<file path="src/rtl/rv_core_pkg.sv">
// Shared core definitions: register file geometry, index type and the
// writeback priority FSM encoding.
package rv_core_pkg;

    localparam int DATA_W   = 64;
    localparam int ADDR_W   = 5;
    localparam int NUM_REGS = 1 << ADDR_W;

    typedef logic [ADDR_W-1:0] reg_idx_t;

    typedef enum logic [0:0] {
        MEM_PRI = 1'b0,
        ALU_PRI = 1'b1
    } pri_state_e;

endpackage

</file>
<file path="src/rtl/wb_scoreboard.sv">
// Per-register pending-write tracker with two combinational read ports
// for decode-stage RAW hazard checks.
module wb_scoreboard
    import rv_core_pkg::*;
#(
    parameter int AW = ADDR_W
) (
    input  logic          clk,
    input  logic          rst_n,
    input  logic          set_en,
    input  logic [AW-1:0] set_idx,
    input  logic          clr_en,
    input  logic [AW-1:0] clr_idx,
    input  logic [AW-1:0] rs1,
    input  logic [AW-1:0] rs2,
    output logic          rs1_busy,
    output logic          rs2_busy
);

    localparam int N = 1 << AW;

    logic [N-1:0] pending_r;
    logic [N-1:0] set_mask_s;
    logic [N-1:0] clr_mask_s;
    logic [N-1:0] pending_nxt_s;

    // Next pending vector; a same-cycle set overrides the clear because a newer producer is in flight.
    always_comb begin
        set_mask_s    = {N{1'b0}};
        clr_mask_s    = {N{1'b0}};
        if (set_en && (set_idx != {AW{1'b0}})) begin
            set_mask_s[set_idx] = 1'b1;
        end else begin
            set_mask_s = {N{1'b0}};
        end
        if (clr_en) begin
            clr_mask_s[clr_idx] = 1'b1;
        end else begin
            clr_mask_s = {N{1'b0}};
        end
        pending_nxt_s    = (pending_r & ~clr_mask_s) | set_mask_s;
        pending_nxt_s[0] = 1'b0;
    end

    // Pending vector storage.
    always_ff @(posedge clk or negedge rst_n) begin
        if (!rst_n) begin
            pending_r <= {N{1'b0}};
        end else begin
            pending_r <= pending_nxt_s;
        end
    end

    assign rs1_busy = pending_r[rs1];
    assign rs2_busy = pending_r[rs2];

endmodule

</file>
<file path="src/rtl/regfile_wb_arbiter.sv">
// Register file write-port owner: arbitrates ALU and MEM writebacks with an
// anti-starvation priority FSM and tracks outstanding destination writes.
module regfile_wb_arbiter
    import rv_core_pkg::*;
#(
    parameter int DATA_W     = rv_core_pkg::DATA_W,
    parameter int ADDR_W     = rv_core_pkg::ADDR_W,
    parameter int STARVE_MAX = 4
) (
    input  logic              clk,
    input  logic              rst_n,
    input  logic              alu_valid,
    output logic              alu_ready,
    input  logic [ADDR_W-1:0] alu_rd,
    input  logic [DATA_W-1:0] alu_data,
    input  logic              mem_valid,
    output logic              mem_ready,
    input  logic [ADDR_W-1:0] mem_rd,
    input  logic [DATA_W-1:0] mem_data,
    input  logic              iss_valid,
    input  logic [ADDR_W-1:0] iss_rd,
    input  logic [ADDR_W-1:0] rs1,
    input  logic [ADDR_W-1:0] rs2,
    output logic              rs1_busy,
    output logic              rs2_busy,
    output logic              rf_we,
    output logic [ADDR_W-1:0] rf_rd,
    output logic [DATA_W-1:0] rf_wdata
);

    localparam int CNT_W = (STARVE_MAX > 1) ? $clog2(STARVE_MAX) : 1;
    localparam logic [CNT_W-1:0] STARVE_LAST = CNT_W'(STARVE_MAX - 1);

    pri_state_e         state_r;
    logic [CNT_W-1:0]   starve_cnt_r;
    logic               alu_gnt_s;
    logic               mem_gnt_s;
    logic               alu_lose_s;
    logic               wb_fire_s;
    logic [ADDR_W-1:0]  wb_rd_s;
    logic [DATA_W-1:0]  wb_data_s;

    // Grant selection: a lone requester always wins; on contention the FSM picks.
    always_comb begin
        alu_gnt_s = 1'b0;
        mem_gnt_s = 1'b0;
        if (alu_valid && mem_valid) begin
            if (state_r == ALU_PRI) begin
                alu_gnt_s = 1'b1;
            end else begin
                mem_gnt_s = 1'b1;
            end
        end else begin
            alu_gnt_s = alu_valid;
            mem_gnt_s = mem_valid;
        end
    end

    assign alu_ready  = alu_gnt_s;
    assign mem_ready  = mem_gnt_s;
    assign alu_lose_s = alu_valid & ~alu_gnt_s;
    assign wb_fire_s  = alu_gnt_s | mem_gnt_s;
    assign wb_rd_s    = alu_gnt_s ? alu_rd   : mem_rd;
    assign wb_data_s  = alu_gnt_s ? alu_data : mem_data;

    // Priority FSM: after STARVE_MAX consecutive ALU losses the ALU owns the next contended grant.
    always_ff @(posedge clk or negedge rst_n) begin
        if (!rst_n) begin
            state_r      <= MEM_PRI;
            starve_cnt_r <= {CNT_W{1'b0}};
        end else begin
            case (state_r)
                MEM_PRI: begin
                    if (alu_lose_s) begin
                        if (starve_cnt_r == STARVE_LAST) begin
                            state_r      <= ALU_PRI;
                            starve_cnt_r <= {CNT_W{1'b0}};
                        end else begin
                            starve_cnt_r <= starve_cnt_r + CNT_W'(1);
                        end
                    end else if (alu_gnt_s) begin
                        starve_cnt_r <= {CNT_W{1'b0}};
                    end
                end
                ALU_PRI: begin
                    if (alu_gnt_s) begin
                        state_r      <= MEM_PRI;
                        starve_cnt_r <= {CNT_W{1'b0}};
                    end
                end
                default: begin
                    state_r      <= MEM_PRI;
                    starve_cnt_r <= {CNT_W{1'b0}};
                end
            endcase
        end
    end

    // Registered write port; x0 transfers complete the handshake but never write.
    always_ff @(posedge clk or negedge rst_n) begin
        if (!rst_n) begin
            rf_we    <= 1'b0;
            rf_rd    <= {ADDR_W{1'b0}};
            rf_wdata <= {DATA_W{1'b0}};
        end else if (wb_fire_s && (wb_rd_s != {ADDR_W{1'b0}})) begin
            rf_we    <= 1'b1;
            rf_rd    <= wb_rd_s;
            rf_wdata <= wb_data_s;
        end else begin
            rf_we    <= 1'b0;
        end
    end

    wb_scoreboard #(
        .AW(ADDR_W)
    ) u_scoreboard (
        .clk      (clk),
        .rst_n    (rst_n),
        .set_en   (iss_valid),
        .set_idx  (iss_rd),
        .clr_en   (wb_fire_s),
        .clr_idx  (wb_rd_s),
        .rs1      (rs1),
        .rs2      (rs2),
        .rs1_busy (rs1_busy),
        .rs2_busy (rs2_busy)
    );

endmodule

</file>
<file path="config.mk">
export PLATFORM = sky130hd
export DESIGN_NAME = regfile_wb_arbiter
export DESIGN_NICKNAME = d
export VERILOG_FILES = /design/src/rtl/rv_core_pkg.sv /design/src/rtl/wb_scoreboard.sv /design/src/rtl/regfile_wb_arbiter.sv
export SDC_FILE = /design/constraint.sdc
export NUM_CORES = 1
export LEC_CHECK = 0
export ABC_CLOCK_PERIOD_IN_PS = 2500
export CORE_MARGIN = 4
export CORE_UTILIZATION = 44
export CTS_CLUSTER_SIZE = 24
export DETAILED_ROUTE_END_ITERATION = 7
export GPL_ROUTABILITY_DRIVEN = 0
export PLACE_DENSITY_LB_ADDON = 0.08
export REMOVE_ABC_BUFFERS = 1
export SLEW_MARGIN = 20
export SYNTH_ARGS = -nofsm -noshare
export SYNTH_HDL_FRONTEND = slang
export SYNTH_SLANG_ARGS = --single-unit
</file>
<file path="constraint.sdc">
create_clock -name clk -period 2.5 [get_ports clk]
set_input_delay 0.25 -clock clk [delete_from_list [all_inputs] [get_ports clk]]
set_output_delay 0.25 -clock clk [all_outputs]
set_load 0.01 [all_outputs]
</file>
Yosys cells after proc, flatten, opt, wreduce, memory -nomap -nowiden
Cells that the tools add are included.
{"block": "totals", "register_bits": 104, "input_bits": 158, "out_inout_bits": 74}
{"block": "op_classes", "n_addsub": 1, "order_cmp": 6, "n_eq_ne": 1, "mux": 25, "bitwise_logic": 7, "n_reduce_logical": 7}
{"operator": "$mux 32", "count": 2}
{"operator": "$mux 64", "count": 1}
{"operator": "$and 32x32->32", "count": 1}
{"operator": "$not 32->32", "count": 1}
{"operator": "$or 32x32->32", "count": 1}
{"operator": "$lt 5x6->1 const B", "count": 4}
{"operator": "$mux 1", "count": 12}
{"operator": "$bmux 1 s5", "count": 2}
{"operator": "$demux 1 s5", "count": 2}
{"operator": "$ge 5x1->1 const B", "count": 2}
{"operator": "$reduce_bool 5->1", "count": 2}
{"operator": "$mux 2", "count": 3}
{"operator": "$logic_and 1x1->1", "count": 5}
{"operator": "$mux 5", "count": 1}
{"operator": "$pmux 2 s2", "count": 1}
{"operator": "$add 2x1->2 const B", "count": 1}
{"operator": "$eq 2x2->1 const B", "count": 1}
{"operator": "$not 1->1", "count": 2}
{"operator": "$pmux 1 s2", "count": 1}
{"operator": "$and 1x1->1", "count": 1}
{"operator": "$or 1x1->1", "count": 1}

Logic depth before layout (Yosys ltp)
Gate-level depths: netlist of the first run.
{"block": "logic_depth", "depth_word": 11, "ltp_mapped": 7}

Cells and area by module
A second synthesis of the first run with hierarchy kept.
{"block": "unflattened", "hier_cells": 536, "area_unflattened_um2": 5479.0}
{"mod": "regfile_wb_arbiter", "instances": 1, "cells_per_inst": 343, "area_per_inst_um2": 3637.2, "seq_area_each_um2": 1826.8}
{"mod": "wb_scoreboard", "instances": 1, "cells_per_inst": 193, "area_per_inst_um2": 1841.8, "seq_area_each_um2": 775.7}

Worst setup path after synthesis of the first run
Ideal clock, no wire load.
{"block": "synth_path", "path_kind": "register to register", "startpoint": "reg state_r", "endpoint": "reg rf_wdata[36]", "arrival_ns": 1.861, "path_slack_ns": 0.515, "path_stages_with_launch": 7, "path_buffers": 2, "synth_period_minus_slack_ns": 1.985, "cell_sequence": "dfrtp_1 -> nand2b_1 -> nand2_1 -> buf_4 -> clkbuf_1 -> mux2_2 -> mux2_2"}
{"block": "synth_via", "elab_chain_len": 5}
{"element": "from (decl)", "line_no": "regfile_wb_arbiter.sv:34", "source": "pri_state_e state_r;"}
{"element": "from (signal assigned)", "line_no": "regfile_wb_arbiter.sv:69", "source": "state_r <= MEM_PRI;"}
{"element": "from (signal assigned)", "line_no": "regfile_wb_arbiter.sv:76", "source": "state_r <= ALU_PRI;"}
{"element": "from (signal assigned)", "line_no": "regfile_wb_arbiter.sv:87", "source": "state_r <= MEM_PRI;"}
{"element": "$mux 1", "line_no": "regfile_wb_arbiter.sv:48", "source": "if (state_r == ALU_PRI) begin"}
{"element": "$mux 1", "line_no": "regfile_wb_arbiter.sv:47", "source": "if (alu_valid && mem_valid) begin"}
{"element": "$mux 5", "line_no": "regfile_wb_arbiter.sv:63", "source": "assign wb_rd_s = alu_gnt_s ? alu_rd : mem_rd;"}
{"element": "$reduce_bool 5->1", "line_no": "regfile_wb_arbiter.sv:105", "source": "end else if (wb_fire_s && (wb_rd_s != {ADDR_W{1'b0}})) begin"}
{"element": "$logic_and 1x1->1", "line_no": "regfile_wb_arbiter.sv:105"}
{"element": "to (signal assigned)", "line_no": "regfile_wb_arbiter.sv:104", "source": "rf_wdata <= {DATA_W{1'b0}};"}
{"element": "to (signal assigned)", "line_no": "regfile_wb_arbiter.sv:108", "source": "rf_wdata <= wb_data_s;"}
{"element": "to (decl)", "line_no": "regfile_wb_arbiter.sv:28", "source": "output logic [DATA_W-1:0] rf_wdata"}
Several ways; a longest one is shown, not always the timed one.
A chain may end at the register's enable or synchronous reset.

Worst setup path after layout of the first run
{"block": "layout_path", "startpoint": "reg u_scoreboard.pending_r[19]", "endpoint": "out rs1_busy"}
{"block": "layout_via", "elab_chain_len": 2}
{"element": "from (decl)", "line_no": "wb_scoreboard.sv:22", "source": "logic [N-1:0] pending_r;"}
{"element": "from (signal assigned)", "line_no": "wb_scoreboard.sv:48", "source": "pending_r <= {N{1'b0}};"}
{"element": "from (signal assigned)", "line_no": "wb_scoreboard.sv:50", "source": "pending_r <= pending_nxt_s;"}
{"element": "$bmux 1 s5", "line_no": "wb_scoreboard.sv:54", "source": "assign rs1_busy = pending_r[rs1];"}
{"element": "$mux 1 (implied by the code)", "line_no": "wb_scoreboard.sv:54"}
{"element": "to (decl)", "line_no": "regfile_wb_arbiter.sv:24", "source": "output logic rs1_busy,"}
Every way passes these cells. The select of a mux whose other input is x is not followed.

==> impl_metrics.yaml, run 1 <==
power:
  leakage_nw: 3.46
  ir_drop_uv: 343
  powerDensity_nw_per_um2: 578
synth:
  synth_warnings: 0
  synth_top_cell_by_area: "dfrtp_1"
  yosysTopAreaCellShare_pct: 46.6
  synth_area_leaders: "dfrtp_1 (47%), mux2_2 (25%), o21ai_0 (5.2%)"
  synth-seq-area-share_pct: 46.6
  ys_top_cells_by_count: "mux2_2 (125), dfrtp_1 (104), o21ai_0 (58)"
  yosysMostFrequentCell: "mux2_2"
  synth-main-ff-cell: "dfrtp_1"
  synthCells: 462
  synthArstFlopShare_pct: 100
  avgSynthCellArea_um2: 12.1
  yosysUniqueCellTypes: 40
  synth-seq-cells: 104
  synth-edff-count: 0
  netlist_area_um2: 5590
die:
  fp.dieArea_um2: 14600
  core_area_um2: 12200
  dieHeight_um: 121
  die_x_um: 121
  ios: 232
  rows: 40
  start_util_pct: 45.8
timing:
  setup_violations: 0
  post-route-min-period_ps: 2370
  fin_crit_sh_pct: 94.7
  fmax_mhz: 423
  relSlewSlack_pct: 49.2
  timing_hold_violations_final: 0
  worst_pin_slew_ps: 757
  final.setup.tns_ps: 0
  drv_slew: 0
  finClkSkew_ps: 8.63
  rsz0062_at_grt: "no"
clocking:
  root_buffer: "clkbuf_16"
  numCtsBuffers: 9
  clk_latency_ps: 350
  cts_tree: "yes"
  h-tree-depth: 3
  clockBufferDepth: 2
  clkTransAtPathRegs_ps: 60
  clock_sinks: 104
  cts_setup_buffers: 0
job:
  cap_violations: 0
routing:
  drt_iter0_markers: 320
  avgViaCountPerCell: 5.47
  routed_wl_um: 17500
  drc: 0
  ant_nets: 0
  post_drt_wl_per_cell_um: 19.8
  top_layer_used: "met4"
  wl_met2_um: 9100
  vias: 4833
  detail_route.first_pass.iterations: 5
  drt-met1-wl_um: 6550
  routed-wl-met3_um: 1550
finish:
  area_growth_pct: 53.6
  fin_nets: 870
  fin_util_pct: 70.3
  diodes: 0
  n_fill_cell: 943
  layout-drive-gt1-share_pct: 24.8
global_routing:
  grt_first_pass_wirelength_um: 27700
  grt.overflow.total: 0
  grt_pass1_vias: 5313
  grt_usage_pct: 24.3
  antenna_found_initial: 0
  grt_max_degree: 59
setup_path:
  regToRegEndpoint: "u_scoreboard.pending_r[21]"
  timing.rr.start: "state_r"
  start_kind: "flip-flop"
  cp-end-kind: "output pin"
  worstPathMaxFanout: 3
  reg2reg_depth: 6
  ff2ff_setup_slack_ps: 430
  crit_type: "flip-flop to output pin"
  arrival_ps: 2120
  crit_required_ps: 2250
run_status:
  status: "complete, no violations"
placed_design:
  hpwlAfterDp_um: 13800
  port_buffers: 231
worst_hold_path:
  hp-class: "input port to async pin"
[through the flow]
step	cells	hold slack, ps	cell area [um^2]	total power, mW	setup slack, ps
5_1_grt	883	512	8590	5.21	60.8
3_5_place_dp	867	318	8310	3.68	-225
2_1_floorplan	439	-45.6	5440	2.79	-1830
4_1_cts	883	485	8590	5.01	124
3_3_place_gp	867	316	8310	3.64	-191
6_report	883	483	8590	4.96	134
[flip-flops by register name, indices dropped and copies added (netlist names)]
register	cells
u_scoreboard.pending_r	31
rf_wdata	64
starve_cnt_r	2
rf_rd	5
rf_we	1
state_r	1
[critical path, cell delays in order (launching register included)]
cell           delay, ps
dfrtp_1              420
mux4_2               490
mux2i_1              160
nor3b_1               60
or3_1                350
dlygate4sd2_1        290
[area by class of cell]
| class | instances | area [um^2] | share of cell area [%] |
|---|---|---|---|
| clock buffers | 12 | 256 | 2.99 |
| clock inverters | 3 | 17.5 | 0.204 |
| inverters | 5 | 18.8 | 0.219 |
| multi-input cells | 330 | 2830 | 32.9 |
| flip-flops and latches | 104 | 2600 | 30.3 |
| well taps | 168 | 210 | 2.45 |
| repair buffers | 261 | 2660 | 30.9 |
[power breakdown]
group | internal (mW) | switching [mW]
clock network | 0.721 | 0.589
logic | 0.897 | 0.594
registers | 1.96 | 0.201
[routing by layer]
metal / global-route usage (%) / up-vias
li1: - / 2216
met1: 27.1 / 2405
met2: 43.7 / 190
met3: 9.03 / 22
met4: 6.23 / 0
met5: 0 / -
[placed cells by master, fill, tap and decap left out, types with 6 or more instances in the layout]
master,Yosys,final
mux4_2,6,6
clkbuf_16,0,9
nand2_1,10,9
nand3_1,14,14
o21ai_0,58,57
dlygate4sd2_1,0,6
buf_4,2,20
mux2_1,6,6
nor2_1,8,8
nand2b_1,7,7
clkdlybuf4s50_1,0,224
a21oi_1,10,10
o31ai_1,7,7
buf_12,0,10
mux2_2,125,125
nor2b_1,9,9
mux2i_1,23,23
dfrtp_1,104,104
[worst max-delay path by stage]
stage                                           from       end  slack (ps)
after floorplan                              state_r  rf_rd[4]       -1830
after global placement                        rs1[0]  rs1_busy        -190
after detailed placement                      rs1[0]  rs1_busy        -230
after CTS                 u_scoreboard.pending_r[19]  rs1_busy         120
after global routing                          rs2[2]  rs2_busy          60
final                     u_scoreboard.pending_r[19]  rs1_busy         130
[timing repair]
action,CTS,global route
resized for setup,8,0
endpoints found under the setup margin,2,0
endpoints found under the hold margin,46,0
hold buffers,1,0
[cells by family after synthesis]
kind of cell	count (synthesis)	synth area share (%)
mux	160	32.9
flops	104	46.6
compound gates	102	10.9
simple gates	67	6.47
buf+inv	28	2.95
fa+ha+maj	1	0.224
Power figures use the tool's default switching activity.
==> run 2, diff against run 1 <==
--- a/config.mk
+++ b/config.mk
@@ -11,6 +11,7 @@
 export CTS_CLUSTER_SIZE = 24
 export DETAILED_ROUTE_END_ITERATION = 7
 export GPL_ROUTABILITY_DRIVEN = 0
+export MAX_ROUTING_LAYER = met4
 export PLACE_DENSITY_LB_ADDON = 0.08
 export REMOVE_ABC_BUFFERS = 1
 export SLEW_MARGIN = 20
==> constraint.sdc (replaced) <==
create_clock -name clk -period 2.5 [get_ports clk]
set_input_delay 0.5 -clock clk [delete_from_list [all_inputs] [get_ports clk]]
set_output_delay 0.5 -clock clk [all_outputs]
set_load 0.01 [all_outputs]
==> run 2 against run 1 <==
  * Setup slack got worse by 73 ps
  * Maximum frequency fell by 3.0%
  * Hold slack got worse by 360 ps
  * Sequential power barely moved
  * Non-clock buffer count rose by 26
  * Utilization rose by 1.8 points
==> impl_metrics.yaml, run 2 (synthesis gave the netlist of run 1 again) <==
setup_path:
  arrival_ps: 1940
  worstPathMaxFanout: 3
  critPathTopFamily: "multiplexers"
  start_kind: "flip-flop"
  crit_path_cell_trace: "mux4_2 > mux2i_1 > nor3b_1 > or3_1 > buf_2"
  crit_required_ps: 2000
  max_stage_delay_ps: 470
  cp-end-kind: "output pin"
  crit_buf_inv: 1
  slowest_stage: "mux4_2"
  ff2ff_setup_slack_ps: 510
  crit_type: "flip-flop to output pin"
clocking:
  h-tree-depth: 3
  clkTransAtPathRegs_ps: 60
  cts_hold_buf: 0
  numCtsBuffers: 9
  clk_latency_ps: 340
  clock_sinks: 104
  root_buffer: "clkbuf_16"
  clockBufferDepth: 2
  cts_tree: "yes"
placed_design:
  pre_cts_ws_ps: -726
  placed_area_um2: 8460
  port_buffers: 231
  hpwlAfterDp_um: 14700
  placed_cells: 890
finish:
  fin_area_um2: 8800
  reg.largest.list: "rf_wdata: 64 flops, u_scoreboard.pending_r: 31 flops, rf_rd: 5 flops"
  mostFrequentLayoutCells: "clkdlybuf4s50_1 (217), mux2_2 (125), dfrtp_1 (104), o21ai_0 (56), buf_4 (48)"
  n_fill_cell: 933
  fin_cells: 909
  fin_util_pct: 72.1
  diodes: 0
  register_area_um2: 2600
  area_growth_pct: 57.5
  top_register: "rf_wdata"
  fin_nets: 896
  final_common_cell: "clkdlybuf4s50_1"
  layout-drive-gt1-share_pct: 28.9
  largest_reg_flops: 64
  multiInputGateArea_um2: 2850
power:
  power_switching_mw: 1.42
  power_frac_seq_pct: 42.5
  leakage_nw: 3.61
  combPwrFrac_pct: 30.4
  p_int_mw: 3.69
  ir_drop_uv: 380
  clkPwrFrac_pct: 27.1
  powerDensity_nw_per_um2: 581
  switching_share_pct: 27.8
die:
  core_area_um2: 12200
  start_util_pct: 45.8
  dieHeight_um: 121
  die_x_um: 121
  ios: 232
  rows: 40
  fp.dieArea_um2: 14600
global_routing:
  grt.overflow.total: 0
  grt_usage_pct: 26.3
  met1_usage_pct: 29.1
  grt.busiest_layer: "met2"
  grt_first_pass_wirelength_um: 28800
  grt_pass1_vias: 5568
  antenna_found_initial: 0
  grt_max_degree: 39
  use_met2_pct: 45.2
  gr-usage-met3_pct: 7.20
timing:
  post-route-min-period_ps: 2440
  relSlewSlack_pct: 56.8
  timing_hold_violations_final: 0
  fin_crit_sh_pct: 97.6
  fmax_mhz: 410
  finClkSkew_ps: 4.63
  worst_pin_slew_ps: 630
  rsz0062_at_grt: "yes"
  hold_slack_ps: 128
  setup_violations: 0
  fin_ws_ps: 60.8
  drv_slew: 0
routing:
  drc: 0
  routed_wl_um: 18500
  avgViaCountPerCell: 5.50
  ant_nets: 0
  detail_route.first_pass.iterations: 5
  drt_iter0_markers: 361
  vias: 4999
  post_drt_wl_per_cell_um: 20.3
run_status:
  status: "complete, no violations"
job:
  cap_violations: 0
worst_hold_path:
  hp-class: "input port to async pin"
==> run 2: cell count changes in the layout (fill, tap and decap cells not counted), sizes merged <==
cell / delta
buf: +31
bufinv: +1
clkbuf: +1
clkdlybuf4s15: +2
clkdlybuf4s50: -7
clkinv: -1
dlygate4sd2: -2
dlygate4sd3: -1
dlymetal6s2s: +2
==> run 2: per-layer routing <==
layer	vias up	part of all wire, %
met5	-	0
met4	0	3.4
met3	44	7.5
met2	238	52
met1	2451	37
li1	2266	-
==> run 2: power groups by stage <==
stage               clock (mW)  combinational [mW]  sequential, mW
finish                    1.38                1.55            2.18
global route              1.48                1.67            2.20
CTS                       1.41                1.56            2.17
detailed placement           0                1.54            2.19
global placement             0                1.50            2.18
floorplan                    0               0.597            2.19
==> run 2: final cells by class <==
type / count / area share, %
Sequential cell: 104 / 29.6
Timing Repair Buffer: 287 / 32.1
Multi-Input combinational cell: 330 / 32.4
Inverter: 5 / 0.213
Clock inverter: 3 / 0.483
Tap cell: 168 / 2.39
Clock buffer: 12 / 2.80
==> run 2: stage by stage <==
step / total power [mW] / setup TNS (ps)
floorplan: 2.79 / -134480
global route: 5.36 / -21.5
detailed placement: 3.73 / -9970
CTS: 5.13 / 0
global placement: 3.68 / -8530
finish: 5.11 / 0
==> run 2: path summary, 6_finish.rpt <==
check,endpoint,from,cells after the start
max,rs1_busy,u_scoreboard.pending_r[17],5
min,rf_wdata[50],rst_n,1
max reg2reg,u_scoreboard.pending_r[25],state_r,6
min reg2reg,starve_cnt_r[0],starve_cnt_r[0],1
max in group asynchronous,rf_wdata[4],rst_n,2
min in group clk,starve_cnt_r[0],starve_cnt_r[0],1
==> run 2: timing repair <==
action / in CTS / in global routing
buffers inserted: 2 / 1
gates cloned: 1 / 0
pin swaps: 2 / 3
endpoints found under the setup margin: 3 / 4
hold endpoints to repair: 0 / 0
gates resized for setup: 35 / 6
